==> src/rtl/prefix_adder_pipe_if.sv <==
`default_nettype none
// ============================================================================
// Module      : prefix_adder_pipe_if
// Description : Operand/result handshake bundle for prefix_adder_pipe.
//               Upstream side: in_valid/in_ready, a, b, cin (and sub when
//               PREFIX_SUB_EN is defined).
//               Downstream side: out_valid/out_ready, sum, cout.
//               modport slave  : the adder
//               modport master : the agent driving operands / taking results
// Macro       : PREFIX_SUB_EN adds the subtract-select signal sub
// Revision    : 1.0  initial release
// ============================================================================
interface prefix_adder_pipe_if #(
  parameter int WIDTH = 66
);
  logic             in_valid;
  logic             in_ready;
  logic [WIDTH-1:0] a;
  logic [WIDTH-1:0] b;
  logic             cin;
`ifdef PREFIX_SUB_EN
  logic             sub;
`endif
  logic             out_valid;
  logic             out_ready;
  logic [WIDTH-1:0] sum;
  logic             cout;

`ifdef PREFIX_SUB_EN
  modport slave  (input  in_valid, a, b, cin, sub, out_ready,
                  output in_ready, out_valid, sum, cout);
  modport master (output in_valid, a, b, cin, sub, out_ready,
                  input  in_ready, out_valid, sum, cout);
`else
  modport slave  (input  in_valid, a, b, cin, out_ready,
                  output in_ready, out_valid, sum, cout);
  modport master (output in_valid, a, b, cin, out_ready,
                  input  in_ready, out_valid, sum, cout);
`endif
endinterface
`default_nettype wire

==> src/rtl/prefix_adder_pipe.sv <==
`default_nettype none
// ============================================================================
// Module      : prefix_adder_pipe
// Description : Pipelined Kogge-Stone parallel-prefix adder, sum = a + b + cin.
//               log2(WIDTH) prefix levels, a register slice after every
//               PIPE_EVERY levels and always after the last level, with
//               valid/ready flow control that absorbs bubbles.
// Ports       : clk    - clock, rising edge
//               rst_n  - asynchronous active-low reset
//               bus    - prefix_adder_pipe_if.slave (operands in, result out)
// Parameters  : WIDTH (>=2), PIPE_EVERY (1..levels)
// Macro       : PREFIX_SUB_EN - computes a + ~b + (cin ^ sub) when sub = 1
// Revision    : 1.0  initial release
// ============================================================================
module prefix_adder_pipe #(
  parameter int WIDTH      = 66,
  parameter int PIPE_EVERY = 2
) (
  input  wire logic          clk,
  input  wire logic          rst_n,
  prefix_adder_pipe_if.slave bus
);

  localparam int c_levels = $clog2(WIDTH);
  localparam int c_lat    = (c_levels + PIPE_EVERY - 1) / PIPE_EVERY;

  // --------------------------------------------------------------------------
  // Level 0: bitwise propagate/generate, carry-in folded into g[0]
  // --------------------------------------------------------------------------
  logic [WIDTH-1:0] w_b_eff;
  logic             w_cin_eff;
  logic [WIDTH-1:0] w_p0;
  logic [WIDTH-1:0] w_g0;

`ifdef PREFIX_SUB_EN
  assign w_b_eff   = bus.b ^ {WIDTH{bus.sub}};
  assign w_cin_eff = bus.cin ^ bus.sub;
`else
  assign w_b_eff   = bus.b;
  assign w_cin_eff = bus.cin;
`endif

  always_comb begin
    w_p0    = bus.a ^ w_b_eff;
    w_g0    = bus.a & w_b_eff;
    w_g0[0] = w_g0[0] | (w_p0[0] & w_cin_eff);
  end

  // --------------------------------------------------------------------------
  // Flow control: slice j loads when it is empty or everything downstream of
  // it moves, i.e. load[j] = out_ready | any empty slice at index >= j.
  // --------------------------------------------------------------------------
  logic [c_lat-1:0] r_v;
  logic [c_lat-1:0] w_load;
  logic             w_load_acc;

  always_comb begin
    w_load_acc = bus.out_ready;
    w_load     = '0;
    for (int j = c_lat - 1; j >= 0; j--) begin
      w_load_acc = w_load_acc | ~r_v[j];
      w_load[j]  = w_load_acc;
    end
  end

  always_ff @(posedge clk or negedge rst_n) begin
    if (!rst_n) begin
      r_v <= '0;
    end else begin
      if (w_load[0]) r_v[0] <= bus.in_valid;
      for (int j = 1; j < c_lat; j++) begin
        if (w_load[j]) r_v[j] <= r_v[j-1];
      end
    end
  end

  assign bus.in_ready  = w_load[0];
  assign bus.out_valid = r_v[c_lat-1];

  // --------------------------------------------------------------------------
  // Prefix levels. The input of level k comes from level 0, from a slice
  // register (when level k-1 closes a slice) or straight from level k-1.
  // P is not needed after the last level, so that level only produces G.
  // --------------------------------------------------------------------------
  for (genvar k = 1; k <= c_levels; k++) begin : g_lvl
    localparam int c_span    = 1 << (k - 1);
    localparam int c_src     = (k - 1 + PIPE_EVERY - 1) / PIPE_EVERY - 1;
    localparam bit c_src_reg = (k > 1) && (((k - 1) % PIPE_EVERY) == 0);

    logic [WIDTH-1:0] w_gi;
    logic [WIDTH-1:0] w_pi;
    logic [WIDTH-1:0] w_go;

    if (k == 1) begin : g_from_in
      assign w_gi = w_g0;
      assign w_pi = w_p0;
    end else if (c_src_reg) begin : g_from_reg
      assign w_gi = g_slc[c_src].r_g;
      assign w_pi = g_slc[c_src].g_p.r_p;
    end else begin : g_from_comb
      assign w_gi = g_lvl[k-1].w_go;
      assign w_pi = g_lvl[k-1].g_p.w_po;
    end

    always_comb begin
      w_go = w_gi;
      for (int i = c_span; i < WIDTH; i++) begin
        w_go[i] = w_gi[i] | (w_pi[i] & w_gi[i-c_span]);
      end
    end

    if (k < c_levels) begin : g_p
      logic [WIDTH-1:0] w_po;
      always_comb begin
        w_po = w_pi;
        for (int i = c_span; i < WIDTH; i++) begin
          w_po[i] = w_pi[i] & w_pi[i-c_span];
        end
      end
    end
  end

  // --------------------------------------------------------------------------
  // Register slices. Each carries the group G/P after its closing level plus
  // the original bitwise p and the effective carry-in for the final XOR.
  // --------------------------------------------------------------------------
  for (genvar j = 0; j < c_lat; j++) begin : g_slc
    localparam int c_lvl = ((j + 1) * PIPE_EVERY > c_levels) ? c_levels
                                                             : (j + 1) * PIPE_EVERY;

    logic [WIDTH-1:0] r_g;
    logic [WIDTH-1:0] r_po;
    logic             r_cin;
    logic [WIDTH-1:0] w_po_up;
    logic             w_cin_up;

    if (j == 0) begin : g_first
      assign w_po_up  = w_p0;
      assign w_cin_up = w_cin_eff;
    end else begin : g_next
      assign w_po_up  = g_slc[j-1].r_po;
      assign w_cin_up = g_slc[j-1].r_cin;
    end

    always_ff @(posedge clk or negedge rst_n) begin
      if (!rst_n) begin
        r_g   <= '0;
        r_po  <= '0;
        r_cin <= 1'b0;
      end else if (w_load[j]) begin
        r_g   <= g_lvl[c_lvl].w_go;
        r_po  <= w_po_up;
        r_cin <= w_cin_up;
      end
    end

    if (j < c_lat - 1) begin : g_p
      logic [WIDTH-1:0] r_p;
      always_ff @(posedge clk or negedge rst_n) begin
        if (!rst_n) begin
          r_p <= '0;
        end else if (w_load[j]) begin
          r_p <= g_lvl[c_lvl].g_p.w_po;
        end
      end
    end
  end

  // Carry into bit i is the group generate of bits i-1..0 (cin already folded
  // into g[0]); bit 0 takes the raw carry-in. All-zero registers give sum = 0.
  assign bus.sum  = g_slc[c_lat-1].r_po ^ {g_slc[c_lat-1].r_g[WIDTH-2:0],
                                           g_slc[c_lat-1].r_cin};
  assign bus.cout = g_slc[c_lat-1].r_g[WIDTH-1];

endmodule
`default_nettype wire
==> src/flat_wrapper.sv <==
// flat-port wrapper written by rule: the top's interface ports become plain ports
module prefix_adder_pipe_flat 
#(
  parameter int WIDTH      = 66,
  parameter int PIPE_EVERY = 2
)
  (clk, rst_n, bus_in_valid, bus_a, bus_b, bus_cin, bus_out_ready, bus_in_ready, bus_out_valid, bus_sum, bus_cout);
  prefix_adder_pipe_if #(.WIDTH(WIDTH)) bus_i ();
  input  wire logic clk;
  input  wire logic rst_n;
  input wire logic [$bits(bus_i.in_valid)-1:0] bus_in_valid;
  input wire logic [$bits(bus_i.a)-1:0] bus_a;
  input wire logic [$bits(bus_i.b)-1:0] bus_b;
  input wire logic [$bits(bus_i.cin)-1:0] bus_cin;
  input wire logic [$bits(bus_i.out_ready)-1:0] bus_out_ready;
  output wire logic [$bits(bus_i.in_ready)-1:0] bus_in_ready;
  output wire logic [$bits(bus_i.out_valid)-1:0] bus_out_valid;
  output wire logic [$bits(bus_i.sum)-1:0] bus_sum;
  output wire logic [$bits(bus_i.cout)-1:0] bus_cout;
  assign bus_i.in_valid = bus_in_valid;
  assign bus_i.a = bus_a;
  assign bus_i.b = bus_b;
  assign bus_i.cin = bus_cin;
  assign bus_i.out_ready = bus_out_ready;
  assign bus_in_ready = bus_i.in_ready;
  assign bus_out_valid = bus_i.out_valid;
  assign bus_sum = bus_i.sum;
  assign bus_cout = bus_i.cout;
  prefix_adder_pipe #(.WIDTH(WIDTH), .PIPE_EVERY(PIPE_EVERY)) u_core (.clk(clk), .rst_n(rst_n), .bus(bus_i));
endmodule
==> config.mk <==
export PLATFORM = sky130hd
export DESIGN_NAME = prefix_adder_pipe_flat
export DESIGN_NICKNAME = d
export VERILOG_FILES = /design/src/rtl/prefix_adder_pipe_if.sv /design/src/rtl/prefix_adder_pipe.sv /design/src/flat_wrapper.sv
export SDC_FILE = /design/constraint.sdc
export NUM_CORES = 2
export LEC_CHECK = 0
export CORE_AREA = 2 2 228 230
export CTS_CLUSTER_DIAMETER = 60
export DETAILED_ROUTE_END_ITERATION = 16
export DIE_AREA = 0 0 230 232
export PLACE_DENSITY = 0.87
export SYNTH_ARGS = -nofsm -noshare
export SYNTH_HDL_FRONTEND = slang
export SYNTH_SLANG_ARGS = --single-unit
==> constraint.sdc <==
create_clock -name clk -period 4.1 [get_ports clk]
set_clock_uncertainty 0.05 [all_clocks]
set_input_delay 0.615 -clock clk [delete_from_list [all_inputs] [get_ports clk]]
set_output_delay 0.615 -clock clk [all_outputs]
set_load 0.01 [all_outputs]
Word-level counts from Yosys, hierarchy flattened
Index checks and enable logic that the tools add are counted.

cells by class
  bitwise logic cells = 1,016

operators with widths
  cell                number
  1-bit bitwise AND   669
  1-bit bitwise OR    340
  66-bit XOR          2
  66-bit bitwise AND  1
  1-bit inverter      4

word-level totals
  bits in registers = 734
  output and inout port bits = 69
  bits of input ports = 137
  word-level logic and storage cells = 1,035

Longest topological paths before layout
  depth in word-level cells = 7
  depth in mapped cells = 7
  gate-level depth less buffers = 4

Worst setup path before layout
No wires, ideal clock.

  path kind = input -> output
  start = in bus_out_ready
  end = out bus_in_ready
  cell stages on the path = 5
  setup slack = 2.095 ns
  required time = 3.435 ns
  arrival = 1.340 ns
  cells stage by stage = nand4b_4 nor2_2 inv_2 buf_6 buf_2

between the ends
  longest elaborated chain between the ends = 4

RTL lines
  element                         line                     RTL
  start: declaration              flat_wrapper.sv:15       input wire logic [$bits(bus_i.out_ready)-1:0] bus_out_ready;
  1-bit bitwise OR (4 in series)  prefix_adder_pipe.sv:61  w_load_acc = w_load_acc | ~r_v[j];
  end: declaration                flat_wrapper.sv:16       output wire logic [$bits(bus_i.in_ready)-1:0] bus_in_ready;

Every way passes these cells.

Final worst setup path
Ends and elaborated chain as after synthesis.

==> impl_metrics.toml <==
[run_status]
outcome = "finished clean"

[yosys]
synthArstFlopShare = 1.000
seq_area_frac_synth = 0.5884
syn-num-nets = 2705
netlist_instances = 2502
yosysTopAreaCellShare = 0.5884
yosysWarnings = 0
synth-edff-count = 0
netlist_area_sq_um = 27640
synth_most_common_cell = "dfrtp_1"
synth_top_cells_by_count = "dfrtp_1 (650), nand2_1 (649), mux2_2 (246), a21oi_1 (171), o31ai_1 (99)"
yosys.area.top_type = "dfrtp_1"
synth.avg_cell_area_sq_um = 11.05
synth_ff_type = "dfrtp_1"
synth_cell_types = 33
netlist_top_cells_area = "dfrtp_1 (59%), mux2_2 (10%), nand2_1 (8.8%)"
ys_ff_latch = 650

[setup_path]
worstPathArrival_ns = 2.36
cp_max_fo = 14
worst_path_most_repeated_cell = "clkdlybuf4s50_1"
endpoint_kind = "output pin"
cp.required_ns = 3.43
crit_slowest_cell = "clkdlybuf4s50_1"
cp-start-kind = "input pin"
crit_buf_inv = 3
cp_top_family = "buffers and inverters"
path_class = "input pin to output pin"
max_stage_delay_ns = 0.62
path_cells = "clkdlybuf4s50_1 > nand4b_4 > nor2_4 > inv_2 > clkdlybuf4s50_1"

[routing]
ant_nets = 0
drt-pass1-iter-count = 8
wl_mm = 76.04
vias_per_cell = 6.120
first_iter_violations = 2336
drc_errors = 0
wl_per_cell_microns = 22.32
num_vias = 20850

[power_and_ir_drop]
p_int_w = 0.01330
power_frac_clock = 0.301
pwr_density_cell_nw_per_um2 = 588.1
irDropWorstVdd_v = 0.0003668
p_leak_nw = 14.58
power_w = 0.01913
p_comb_frac = 0.233
p_switching_w = 0.005831
p_sw_frac = 0.3049
power_frac_seq = 0.466

[clock_network]
cts.clk_slew.worst_paths_ns = 0.06
cts.sinks = 650
cts_hold_buf = 1
htree_levels = 2
post_cts_resized = 0
clock_path_buffers = 3
numCtsBuffers = 59
clk_latency_ns = 0.61
cts_setup_buffers = 0
clockRootBuffer = "clkbuf_16"
tritoncts = "yes"

[cells_and_area]
final_area_sq_um = 32530
areaGrowthSynthToFinish_pct = 17.67
nets = 2881
multiInputGateArea_sq_um = 10860
final_cells = 3407
fillers = 3609
final-seq-area_sq_um = 16270
drive_gt1_frac = 0.1413

[sta]
tightest_slew_ns = 0.9592
maxSlewHeadroom = 0.3605
setup_violations = 0
fin_setup_tns_ns = 0
hold_viol = 0
slew_violations = 0
fmax_mhz = 330.9
fin_crit_sh = 0.7370
holdWs_ns = 0.4138
rsz0062_at_grt = "no"
period_needed_ns = 3.022

[floorplan]
core_sq_um = 50890
die_x_microns = 230
dieArea_sq_um = 53360
initial_core_util = 0.5432
ios = 206
die_h_microns = 232
row_count = 83

[grt]
grt_pass1_vias = 21420
grt_max_degree = 197
overflow = 0
antenna_found_initial = 1
grt_pass1_wl_mm = 119.7
globalRouteTotalUtil = 0.2861

[hold_path]
hp-class = "register to register"

[placed_design]
portBuffers = 205
dpl_cell_area_sq_um = 30460
placedCellCount = 3296
gp_congestion = 0.9058
post-dp-hpwl_mm = 52.72

[job]
maxCapViolCount = 0
path summary, 6_finish.rpt:
path                                     startpoint                  endpoint  slack (ns)  cells after the start
min in group asynchronous                     rst_n  u_core.g_slc[2].r_po[20]        0.52                      2
min                        u_core.g_slc[2].r_po[17]  u_core.g_slc[2].r_po[17]        0.41                      2
max in group asynchronous                     rst_n  u_core.g_slc[3].r_po[61]        2.39                      3
min reg2reg                u_core.g_slc[2].r_po[17]  u_core.g_slc[2].r_po[17]        0.41                      2
max                                   bus_out_ready              bus_in_ready        1.08                      5
max reg2reg                           u_core.r_v[3]  u_core.g_lvl[3].w_pi[50]        1.82                      4
cell type report:
cell class	instances	share of cell area
antenna	2	0.0001539
clock buffer	83	0.05405
clock inverter	25	0.009040
inverter	2	0.0002308
multi-input combinational	1730	0.3339
sequential	650	0.5001
tap	680	0.02616
timing repair buffer	235	0.07640
power groups by stage:
stage | combinational, W | clock (W) | sequential [W]
after floorplan | 0.00244 | 0 | 0.00848
after global placement | 0.00423 | 0 | 0.00884
after detailed placement | 0.00440 | 0 | 0.00894
after CTS | 0.00446 | 0.00576 | 0.00885
after global routing | 0.00481 | 0.00604 | 0.00901
final | 0.00446 | 0.00576 | 0.00891
tightest hold or removal path: cells and delay by family, from the launching register on:
kind          cells  cell delay (ns)
flops             1             0.34
simple gates      2             0.10
cells by family (layout without fill, tap and decap cells):
logic type,Yosys count,after routing,share of synthesized area
simple gates,822,822,0.1180
flops,650,650,0.5884
compound gates,498,498,0.1108
mux,278,278,0.1125
buf+inv,122,345,0.01946
fa+ha+maj,66,66,0.02987
xor+xnor,66,66,0.02091
other cells,0,2,0
metrics by stage:
| stage | util | setup slack, ns |
|---|---|---|
| floorplan | - | 2.095 |
| global placement | 0.5986 | 1.122 |
| detailed placement | 0.5986 | 1.084 |
| CTS | 0.6391 | 1.075 |
| global route | 0.6391 | 1.025 |
| finish | 0.6392 | 1.078 |
routing by layer:
metal | vias up | part of all wire | GRT usage
met2 | 1085 | 0.47 | 0.4495
met3 | 225 | 0.091 | 0.05894
met4 | 2 | 0.042 | 0.1238
li1 | 9028 | - | -
met1 | 10510 | 0.40 | 0.3890
met5 | - | 0.00017 | 0
state kept, by name, indices dropped and copies added, names as in the netlist:
name / count
u_core.r_v: 4
u_core.g_slc.r_g: 66
u_core.g_slc.r_po: 261
u_core.g_slc.r_cin: 4
u_core.g_lvl.w_pi: 117
u_core.g_lvl.w_gi: 198
cells in the final DEF, fill, tap and decap left out, types with 7 or more instances in the layout:
cell             count
nor2_1              77
a21o_1              19
o211ai_1            52
ha_1                66
clkdlybuf4s50_1    204
buf_4               13
o21ai_0             96
nand4_1             15
clkbuf_8            17
o21a_1              52
a21oi_1            171
mux2_1              15
clkinv_2            16
dfrtp_1            649
mux2i_1             17
clkbuf_16           60
buf_12              16
o31ai_1             99
nand2_1            649
xor2_1              66
nand3_1             69
a31oi_1              7
mux2_2             246
Note: power is estimated with default switching activity, not from simulation.
